File: src/rtl/mcash_req_arb.sv
// Three-channel round-robin request arbiter for the mcash pipeline port,
// with an in-order channel-ID FIFO that steers return beats back to their issuers.
module mcash_req_arb #(
    parameter  int DEPTH = 4,
    localparam int CW    = $clog2(DEPTH + 1),
    localparam int AW    = $clog2(DEPTH)
) (
    input  logic          clk_i,
    input  logic          rst_n_i,
    input  logic          ch0_req_valid_i,
    output logic          ch0_req_allowIn_o,
    input  logic [2:0]    ch0_req_op_i,
    input  logic [27:0]   ch0_req_addr_i,
    input  logic [127:0]  ch0_req_data_i,
    output logic          ch0_rtn_valid_o,
    input  logic          ch0_rtn_ready_i,
    output logic [127:0]  ch0_rtn_data_o,
    input  logic          ch1_req_valid_i,
    output logic          ch1_req_allowIn_o,
    input  logic [2:0]    ch1_req_op_i,
    input  logic [27:0]   ch1_req_addr_i,
    input  logic [127:0]  ch1_req_data_i,
    output logic          ch1_rtn_valid_o,
    input  logic          ch1_rtn_ready_i,
    output logic [127:0]  ch1_rtn_data_o,
    input  logic          ch2_req_valid_i,
    output logic          ch2_req_allowIn_o,
    input  logic [2:0]    ch2_req_op_i,
    input  logic [27:0]   ch2_req_addr_i,
    input  logic [127:0]  ch2_req_data_i,
    output logic          ch2_rtn_valid_o,
    input  logic          ch2_rtn_ready_i,
    output logic [127:0]  ch2_rtn_data_o,
    output logic          pipe_req_valid_o,
    input  logic          pipe_req_allowIn_i,
    output logic [2:0]    pipe_req_op_o,
    output logic [27:0]   pipe_req_addr_o,
    output logic [127:0]  pipe_req_data_o,
    output logic [1:0]    pipe_req_chid_o,
    input  logic          pipe_rtn_valid_i,
    output logic          pipe_rtn_ready_o,
    input  logic [127:0]  pipe_rtn_data_i,
    output logic [CW-1:0] outstanding_o,
    output logic          err_o
);

    function automatic logic [1:0] rr_idx(input logic [1:0] base,
                                          input logic [1:0] off);
        logic [2:0] s;
        s = {1'b0, base} + {1'b0, off};
        return (s >= 3'd3) ? 2'(s - 3'd3) : s[1:0];
    endfunction

    logic [2:0]    req_v;
    logic [2:0]    op_a   [3];
    logic [27:0]   addr_a [3];
    logic [127:0]  data_a [3];
    logic [1:0]    rr_ptr;
    logic [CW-1:0] count;
    logic [1:0]    fifo [DEPTH];
    logic [AW-1:0] wr_ptr;
    logic [AW-1:0] rd_ptr;
    logic [1:0]    head;
    logic [2:0]    head_oh;
    logic [2:0]    rtn_rdy;
    logic          empty;
    logic          can_load;
    logic          can_issue;
    logic          win_vld;
    logic [1:0]    win;
    logic [2:0]    grant;
    logic          push;
    logic          pop;
    logic          xfer;

    assign req_v   = {ch2_req_valid_i, ch1_req_valid_i, ch0_req_valid_i};
    assign rtn_rdy = {ch2_rtn_ready_i, ch1_rtn_ready_i, ch0_rtn_ready_i};
    assign op_a[0] = ch0_req_op_i;
    assign op_a[1] = ch1_req_op_i;
    assign op_a[2] = ch2_req_op_i;
    assign addr_a[0] = ch0_req_addr_i;
    assign addr_a[1] = ch1_req_addr_i;
    assign addr_a[2] = ch2_req_addr_i;
    assign data_a[0] = ch0_req_data_i;
    assign data_a[1] = ch1_req_data_i;
    assign data_a[2] = ch2_req_data_i;

    assign xfer      = pipe_req_valid_o & pipe_req_allowIn_i;
    assign can_load  = !pipe_req_valid_o | pipe_req_allowIn_i;
    assign can_issue = rst_n_i & can_load & (count < CW'(DEPTH));
    assign empty     = (count == '0);

    // Scan lowest priority first so the highest-priority valid wins last.
    always_comb begin
        win_vld = 1'b0;
        win     = 2'd0;
        for (int i = 2; i >= 0; i--) begin
            if (req_v[rr_idx(rr_ptr, 2'(i))]) begin
                win_vld = 1'b1;
                win     = rr_idx(rr_ptr, 2'(i));
            end
        end
    end

    assign grant = (can_issue & win_vld) ? (3'b001 << win) : 3'b000;
    assign push  = |grant;
    assign ch0_req_allowIn_o = grant[0];
    assign ch1_req_allowIn_o = grant[1];
    assign ch2_req_allowIn_o = grant[2];

    assign head    = fifo[rd_ptr];
    assign head_oh = 3'b001 << head;
    assign {ch2_rtn_valid_o, ch1_rtn_valid_o, ch0_rtn_valid_o} =
        (pipe_rtn_valid_i & !empty) ? head_oh : 3'b000;
    assign pipe_rtn_ready_o = empty | (|(rtn_rdy & head_oh));
    assign pop = pipe_rtn_valid_i & pipe_rtn_ready_o & !empty;
    assign ch0_rtn_data_o = pipe_rtn_data_i;
    assign ch1_rtn_data_o = pipe_rtn_data_i;
    assign ch2_rtn_data_o = pipe_rtn_data_i;
    assign outstanding_o  = count;

    always_ff @(posedge clk_i or negedge rst_n_i) begin
        if (!rst_n_i) begin
            pipe_req_valid_o <= 1'b0;
            pipe_req_op_o    <= '0;
            pipe_req_addr_o  <= '0;
            pipe_req_data_o  <= '0;
            pipe_req_chid_o  <= '0;
            rr_ptr           <= 2'd0;
        end else if (push) begin
            pipe_req_valid_o <= 1'b1;
            pipe_req_op_o    <= op_a[win];
            pipe_req_addr_o  <= addr_a[win];
            pipe_req_data_o  <= data_a[win];
            pipe_req_chid_o  <= win;
            rr_ptr           <= rr_idx(win, 2'd1);
        end else if (xfer) begin
            pipe_req_valid_o <= 1'b0;
        end
    end

    always_ff @(posedge clk_i or negedge rst_n_i) begin
        if (!rst_n_i) begin
            for (int i = 0; i < DEPTH; i++) fifo[i] <= 2'd0;
            wr_ptr <= '0;
            rd_ptr <= '0;
            count  <= '0;
            err_o  <= 1'b0;
        end else begin
            if (push) begin
                fifo[wr_ptr] <= win;
                wr_ptr       <= wr_ptr + AW'(1);
            end
            if (pop) rd_ptr <= rd_ptr + AW'(1);
            if (push & !pop) count <= count + CW'(1);
            else if (pop & !push) count <= count - CW'(1);
            // Orphan beats are swallowed; the flag stays until reset.
            if (pipe_rtn_valid_i & empty) err_o <= 1'b1;
        end
    end

endmodule
File: config.mk
export PLATFORM = sky130hd
export DESIGN_NAME = mcash_req_arb
export DESIGN_NICKNAME = d
export VERILOG_FILES = /design/src/rtl/mcash_req_arb.sv
export SDC_FILE = /design/constraint.sdc
export NUM_CORES = 1
export LEC_CHECK = 0
export ABC_AREA = 1
export CAP_MARGIN = 30
export CORE_AREA = 3 3 453 455
export CTS_CLUSTER_DIAMETER = 40
export CTS_CLUSTER_SIZE = 24
export DETAILED_ROUTE_END_ITERATION = 16
export DIE_AREA = 0 0 456 458
export PLACE_DENSITY = 0.3
export SLEW_MARGIN = 10
export SYNTH_ARGS = -nofsm -noshare
export SYNTH_HDL_FRONTEND = slang
export SYNTH_SLANG_ARGS = --single-unit
File: constraint.sdc
create_clock -name clk_i -period 4.9 [get_ports clk_i]
set_input_delay 1.47 -clock clk_i [delete_from_list [all_inputs] [get_ports clk_i]]
set_output_delay 1.47 -clock clk_i [all_outputs]
set_load 0.1 [all_outputs]
==> results of run 1 <==
## worst reg2reg max path, stage by stage (launching register included)
cell                      delay (ns)
sky130_fd_sc_hd__dfrtp_1        0.39
sky130_fd_sc_hd__inv_1          0.10
sky130_fd_sc_hd__ha_1           0.30
sky130_fd_sc_hd__inv_2          0.08
sky130_fd_sc_hd__nand3_1        0.09
sky130_fd_sc_hd__nand2_1        0.15
sky130_fd_sc_hd__inv_2          0.15
sky130_fd_sc_hd__nand2_1        0.10
sky130_fd_sc_hd__o21ai_4        0.13
sky130_fd_sc_hd__buf_4          0.51
sky130_fd_sc_hd__o21ai_2        0.17
sky130_fd_sc_hd__nand2_8        0.14
sky130_fd_sc_hd__ha_1           0.15
sky130_fd_sc_hd__inv_1          0.06
sky130_fd_sc_hd__fa_1           0.39
sky130_fd_sc_hd__a21oi_1        0.15
sky130_fd_sc_hd__o21ai_0        0.12
sky130_fd_sc_hd__xnor2_1        0.13
## state kept, by name, summed over array words and instances, names as in the netlist
name              count
pipe_req_data_o     128
outstanding_o         3
wr_ptr                2
fifo                  8
pipe_req_addr_o      28
rd_ptr                2
pipe_req_chid_o       2
pipe_req_valid_o      1
rr_ptr                2
pipe_req_op_o         3
err_o                 1
## kinds of logic after synthesis
family / Yosys count / share of synthesized area
AND/OR/NAND/NOR: 1376 / 0.370
multiplexers: 1 / 0.000743
AO/OA/AOI/OAI: 16 / 0.00594
buffers and inverters: 850 / 0.315
flip-flops: 180 / 0.297
XOR/XNOR: 4 / 0.00231
adder cells (fa/ha/maj): 10 / 0.00875
## through the flow
stage	utilization	total power [mW]	hold slack, ns
5_1_grt	0.119	24.2	0.496
4_1_cts	0.119	23.2	0.485
3_5_place_dp	0.116	21.4	0.464
6_report	0.119	22.4	0.480
2_1_floorplan	-	15.2	0.442
3_3_place_gp	0.110	20.5	0.462
## final cells by class
class | count | area (µm²) | share of cell area
repair buffers | 751 | 8380 | 0.348
well taps | 2672 | 3340 | 0.139
clock buffers | 19 | 453 | 0.0188
diodes | 3 | 7.51 | 0.000312
multi-input cells | 1407 | 5940 | 0.247
clock inverters | 13 | 154 | 0.00639
flip-flops and latches | 180 | 4500 | 0.187
inverters | 344 | 1300 | 0.0541
## report_power, final
group	leakage [nW]	switching [mW]	internal (mW)	total (mW)
Sequential	2.24	0.477	2.27	2.75
Clock	0.297	0.827	0.756	1.58
Combinational	8.99	13.0	5.09	18.1
Total	11.5	14.3	8.11	22.4
## final timing paths
path,start,slack (ns),to,cells after the start
worst max-delay path,pipe_req_allowIn_i,0.42,ch0_req_allowIn_o,9
worst min-delay path,pipe_req_data_o[95],0.48,pipe_req_data_o[95],2
worst max register to register,rr_ptr[0],1.46,outstanding_o[2],17
worst min register to register,pipe_req_data_o[95],0.48,pipe_req_data_o[95],2
max in group asynchronous,rst_n_i,2.47,pipe_req_data_o[110],5
min in group asynchronous,rst_n_i,0.98,pipe_req_data_o[8],2
## cells in the final DEF, fill, tap and decap left out, drive strengths merged
cell	instances
a21o	1
a21oi	4
buf	116
bufinv	1
clkbuf	19
clkdlybuf4s50	632
clkinv	3
clkinvlp	1
dfrtp	180
diode	3
dlymetal6s2s	3
fa	1
ha	9
inv	352
mux2	1
nand2	1022
nand3	340
nand4	1
nor2	10
nor3	1
nor3b	1
o21ai	11
or2	1
xnor2	2
xor2	2
## routing by layer
layer  part of all wire  global-route usage  routed length [µm]  up-vias
li1                   -                   -                   -     7407
met1               0.36              0.0964               36500     7043
met2               0.49               0.161               49600      823
met3               0.12              0.0515               12000      142
met4              0.031              0.0338                3120       12
met5             0.0052              0.0195                 528        -
==> results.py, run 1 <==
metrics = {
    "timing": {
        "ratio_of_final_minimum_period_to_clock_period": 0.914,
        "timing_hold_violations_final": 0,
        "worst-slew-pin-transition_ns": 1.04,
        "fin_crit_ns": 4.48,
        "timing.final.ws_setup_ns": 0.422,
        "rsz0062_at_grt": "no",
        "slew_viol_final": 0,
        "max_freq_mhz": 223,
        "report.final.setup_viol": 0,
        "setup_total_negative_slack_ns": 0,
        "skew_ns": 0.0272,
        "slew_headroom": 0.307,
    },
    "clocking": {
        "cts_tree": "yes",
        "htree_num_levels": 4,
        "clkLatencyLatePin_ns": 0.55,
        "post_cts.repair.setup_buffers": 0,
        "cts_buffer_depth": 2,
        "cts.sinks": 180,
        "clkTransAtPathRegs_ns": 0.07,
        "post_cts_resize_count": 0,
        "cts-buffers-inserted": 17,
        "clock_tree.root_cell": "sky130_fd_sc_hd__clkbuf_16",
        "cts_hold_buffers": 0,
    },
    "worst_setup_path": {
        "cpLargestDelayFamily": "buffers and inverters",
        "crit_path_start_kind": "input pin",
        "critical_path.endpoint_type": "output pin",
        "path_class": "input pin to output pin",
        "crit_required_ns": 3.43,
        "max_stage_delay_ns": 0.47,
        "critPathSlowestCell": "sky130_fd_sc_hd__clkdlybuf4s50_1",
        "worstPathBufferInverterCount": 4,
        "cp.arrival_ns": 3.01,
        "worstPathCellList": "clkdlybuf4s50_1 > o21ai_0 > nor2_1 > buf_4 > nand2_1 > nor2_1 > nand2_1 > inv_1 > buf_12",
        "critical_path_peak_fanout": 2,
    },
    "logic_synthesis": {
        "ys.warnings.count": 0,
        "synthDominantCellAreaShare": 0.297,
        "synth.cells.most_frequent": "sky130_fd_sc_hd__nand2_1 (1020), sky130_fd_sc_hd__buf_4 (397), sky130_fd_sc_hd__nand3_1 (340)",
        "area_of_the_mapped_netlist_mm2": 0.0152,
        "synth_async_sr_flop_share": 1.00,
        "ys_ff_latch": 180,
        "ys_seq_area_frac": 0.297,
        "synth.net_count": 3062,
        "avgSynthCellArea_um2": 6.22,
        "leading_cell_types_by_total_area_after_synthesis": "sky130_fd_sc_hd__dfrtp_1 (30%), sky130_fd_sc_hd__nand2_1 (25%), sky130_fd_sc_hd__buf_4 (20%)",
        "synth_largest_area_cell": "sky130_fd_sc_hd__dfrtp_1",
        "yosys_most_used_dff": "sky130_fd_sc_hd__dfrtp_1",
        "synth_enable_flop_cells": 0,
        "netlist_instances": 2437,
        "post_synth_num_cell_types": 27,
        "synthMostInstantiatedCell": "sky130_fd_sc_hd__nand2_1",
    },
    "finish": {
        "finalNetCount": 3326,
        "final_design_area_no_fill_mm2": 0.0241,
        "drive_above_1_share": 0.0608,
        "areaGrowthSynthToFinish_pct": 58.9,
        "fillers": 23500,
        "stdcell_count": 5389,
    },
    "detailed_routing": {
        "detail_route.drc_violations": 0,
        "wirelength_mm": 102,
        "vias_per_cell": 2.86,
        "detail_route.iter0.violations": 795,
        "wl_per_cell_um": 18.9,
        "via_count": 15400,
        "dr.pass1.iters": 4,
        "detail-route-antenna-nets": 0,
    },
    "floorplan": {
        "placeableCoreArea_mm2": 0.202,
        "die_width_um": 456,
        "dieArea_mm2": 0.209,
        "initial_core_util": 0.0752,
        "die_h_um": 458,
        "io-pin-count": 1172,
        "rows": 165,
    },
    "placement": {
        "finalWeightedCongestion": 0.802,
        "port_buffers": 659,
        "placed_cells_incl_taps": 5350,
        "placement.setup.worst_slack_ns": 0.105,
        "placement.cell_area_mm2": 0.0234,
        "detailed_placement_hpwl_mm": 83.4,
    },
    "min_path": {
        "holdCritPathClass": "flip-flop to flip-flop",
    },
    "grt": {
        "number_of_antenna_violations_at_the_first_check_in_global_routing": 12,
        "grt_first_pass_wirelength_mm": 136,
        "globalRoute.totalOverflow": 0,
        "grt_max_degree": 103,
        "grt_pass1_vias": 15900,
        "track_usage": 0.0945,
    },
    "run_status": {
        "outcome": "finished, final reports clean",
    },
    "power": {
        "power-per-cell-area_mw_per_mm2": 931,
        "peakVddDrop_v": 0.000744,
        "total_leakage_power_nw": 11.5,
    },
    "flow_run": {
        "maxCapViolations": 0,
    },
}
(Power assumes the default switching activity.)
==> run 2, diff against run 1 <==
- HOLD_SLACK_MARGIN: default -> 0.06
==> results of run 2 <==
No change in the layout: final DEF, timing and power equal those of run 1.
==> run 3, diff against run 2 <==
- ABC_AREA: 1 -> 0
==> results.py, run 3 <==
metrics = {
    "timing": {
        "timing.hold.ws_ns": 0.494,
        "worst-slew-pin-transition_ns": 1.06,
        "slew_headroom": 0.291,
        "timing_hold_violations_final": 0,
        "ratio_of_final_minimum_period_to_clock_period": 0.974,
        "slew_viol_final": 0,
        "skew_ns": 0.0153,
        "fin_crit_ns": 4.77,
        "report.final.setup_viol": 0,
        "rsz0062_at_grt": "no",
        "max_freq_mhz": 210,
    },
    "grt": {
        "grt_first_pass_wirelength_mm": 142,
        "track_usage": 0.101,
        "globalRoute.totalOverflow": 0,
        "number_of_antenna_violations_at_the_first_check_in_global_routing": 13,
        "grt_max_degree": 94,
        "grt_pass1_vias": 14500,
    },
    "worst_setup_path": {
        "path_class": "input pin to output pin",
        "critPathSlowestCell": "sky130_fd_sc_hd__clkdlybuf4s50_1",
        "cp.arrival_ns": 3.30,
        "critical_path_peak_fanout": 3,
        "worstPathCellList": "clkdlybuf4s50_1 > nor2b_1 > a2111o_1 > a31o_4 > inv_1 > ha_1 > and2_4 > buf_12",
        "worstPathBufferInverterCount": 3,
        "crit_path_start_kind": "input pin",
        "cpLargestDelayFamily": "compound AO/OA/AOI/OAI gates",
        "crit_required_ns": 3.43,
        "max_stage_delay_ns": 0.45,
        "critical_path.endpoint_type": "output pin",
    },
    "logic_synthesis": {
        "avgSynthCellArea_um2": 9.09,
        "post_synth_num_cell_types": 53,
        "synth.cells.most_frequent": "sky130_fd_sc_hd__buf_4 (389), sky130_fd_sc_hd__dfrtp_1 (180), sky130_fd_sc_hd__inv_1 (174)",
        "synthDominantCellAreaShare": 0.306,
        "ys_ff_latch": 180,
        "leading_cell_types_by_total_area_after_synthesis": "sky130_fd_sc_hd__dfrtp_1 (31%), sky130_fd_sc_hd__buf_4 (20%), sky130_fd_sc_hd__o32ai_1 (9.5%)",
        "synthMostInstantiatedCell": "sky130_fd_sc_hd__buf_4",
        "yosys_most_used_dff": "sky130_fd_sc_hd__dfrtp_1",
        "ys.warnings.count": 0,
        "synth_async_sr_flop_share": 1.00,
        "synth.net_count": 2245,
        "area_of_the_mapped_netlist_mm2": 0.0147,
        "synth_enable_flop_cells": 0,
        "ys_seq_area_frac": 0.306,
        "synth_largest_area_cell": "sky130_fd_sc_hd__dfrtp_1",
        "netlist_instances": 1620,
    },
    "clocking": {
        "clkTransAtPathRegs_ns": 0.08,
        "post_cts.repair.setup_buffers": 0,
        "cts_hold_buffers": 0,
        "cts-buffers-inserted": 17,
        "post_cts_resize_count": 0,
        "cts_tree": "yes",
        "clkLatencyLatePin_ns": 0.53,
        "cts_buffer_depth": 2,
        "clock_tree.root_cell": "sky130_fd_sc_hd__clkbuf_16",
        "htree_num_levels": 4,
        "cts.sinks": 180,
    },
    "detailed_routing": {
        "vias_per_cell": 2.93,
        "via_count": 13300,
        "wl_per_cell_um": 24.1,
        "detail-route-antenna-nets": 0,
        "dr.pass1.iters": 5,
        "detail_route.drc_violations": 0,
        "wirelength_mm": 109,
        "detail_route.iter0.violations": 757,
    },
    "floorplan": {
        "rows": 165,
        "placeableCoreArea_mm2": 0.202,
        "initial_core_util": 0.0730,
        "io-pin-count": 1172,
        "die_width_um": 456,
        "dieArea_mm2": 0.209,
        "die_h_um": 458,
    },
    "finish": {
        "final_design_area_no_fill_mm2": 0.0230,
        "drive_above_1_share": 0.161,
        "finalNetCount": 2477,
        "final_cell_mix": "sky130_fd_sc_hd__clkdlybuf4s50_1 (587), sky130_fd_sc_hd__dfrtp_1 (180), sky130_fd_sc_hd__inv_1 (174), sky130_fd_sc_hd__o21ai_0 (164), sky130_fd_sc_hd__and2_1 (160)",
        "largest-register": "pipe_req_data_o",
        "largest_register_ffs": 128,
        "mostFrequentLayoutCell": "sky130_fd_sc_hd__clkdlybuf4s50_1",
        "largest_registers": "pipe_req_data_o x128, pipe_req_addr_o x28, fifo x8",
        "areaGrowthSynthToFinish_pct": 55.8,
    },
    "placement": {
        "finalWeightedCongestion": 0.761,
        "port_buffers": 659,
        "placement.cell_area_mm2": 0.0223,
        "detailed_placement_hpwl_mm": 89.1,
    },
    "run_status": {
        "outcome": "finished, final reports clean",
    },
    "power": {
        "power-per-cell-area_mw_per_mm2": 840,
        "total_leakage_power_nw": 7.98,
        "peakVddDrop_v": 0.000392,
        "totalPowerFinal_mw": 19.3,
    },
    "flow_run": {
        "maxCapViolations": 0,
    },
    "min_path": {
        "holdCritPathClass": "flip-flop to flip-flop",
    },
}
## run 3: cell types whose count changed after synthesis, sizes merged, moves of 159 or more
cell,before,now
nand2,1022,7
nand3,340,2
inv,344,177
and2,0,161
a221oi,0,159
o32ai,0,159
## run 3: where the power goes
group / internal (mW) / switching (mW) / total [mW]
combinational: 4.22 / 10.6 / 14.9
clock: 0.782 / 0.822 / 1.60
sequential: 2.24 / 0.571 / 2.81
total: 7.24 / 12.0 / 19.3
## run 3: area by class of cell
cell class / instances / area [µm²]
tap: 2672 / 3340
sequential: 180 / 4500
multi-input combinational: 731 / 6000
timing repair buffer: 745 / 7820
fill: 23200 / 179000
clock buffer: 19 / 443
clock inverter: 13 / 165
inverter: 177 / 674
antenna: 6 / 15.0
## run 3: cells by family (layout without fill, tap and decap cells)
kind of cell             after synthesis  after routing  synth area share
other                                  0              6                 0
buffers and inverters                709            954             0.290
AND/OR/NAND/NOR                      193            193            0.0808
AO/OA/AOI/OAI                        503            503             0.296
adder cells (fa/ha/maj)               10             10           0.00900
XOR/XNOR                               6              6           0.00357
flip-flops                           180            180             0.306
multiplexers                          19             19            0.0155
## run 3: final timing paths
check	endpoint	slack (ns)	start	depth (start not counted)
max	ch1_req_allowIn_o	0.13	ch0_req_valid_i	8
min	pipe_req_chid_o[1]	0.49	pipe_req_chid_o[1]	1
max reg2reg	outstanding_o[1]	1.17	rr_ptr[1]	14
min reg2reg	pipe_req_chid_o[1]	0.49	pipe_req_chid_o[1]	1
max in group asynchronous	pipe_req_data_o[124]	1.95	rst_n_i	4
min in group asynchronous	pipe_req_data_o[44]	0.94	rst_n_i	2
## run 3: stage by stage
step,cells,setup slack (ns),utilization,TNS [ns]
global route,4540,0.0295,0.114,0
CTS,4536,0.0149,0.114,0
detailed placement,4504,0.0178,0.111,0
finish,4543,0.127,0.114,0
floorplan,1620,-0.338,-,-0.869
global placement,4481,0.000743,0.107,0
## run 3: per-layer routing
metal  GRT usage  share of wire
met1       0.108           0.37
met2       0.159           0.46
met3      0.0688           0.14
met4      0.0306          0.023
met5      0.0154         0.0039
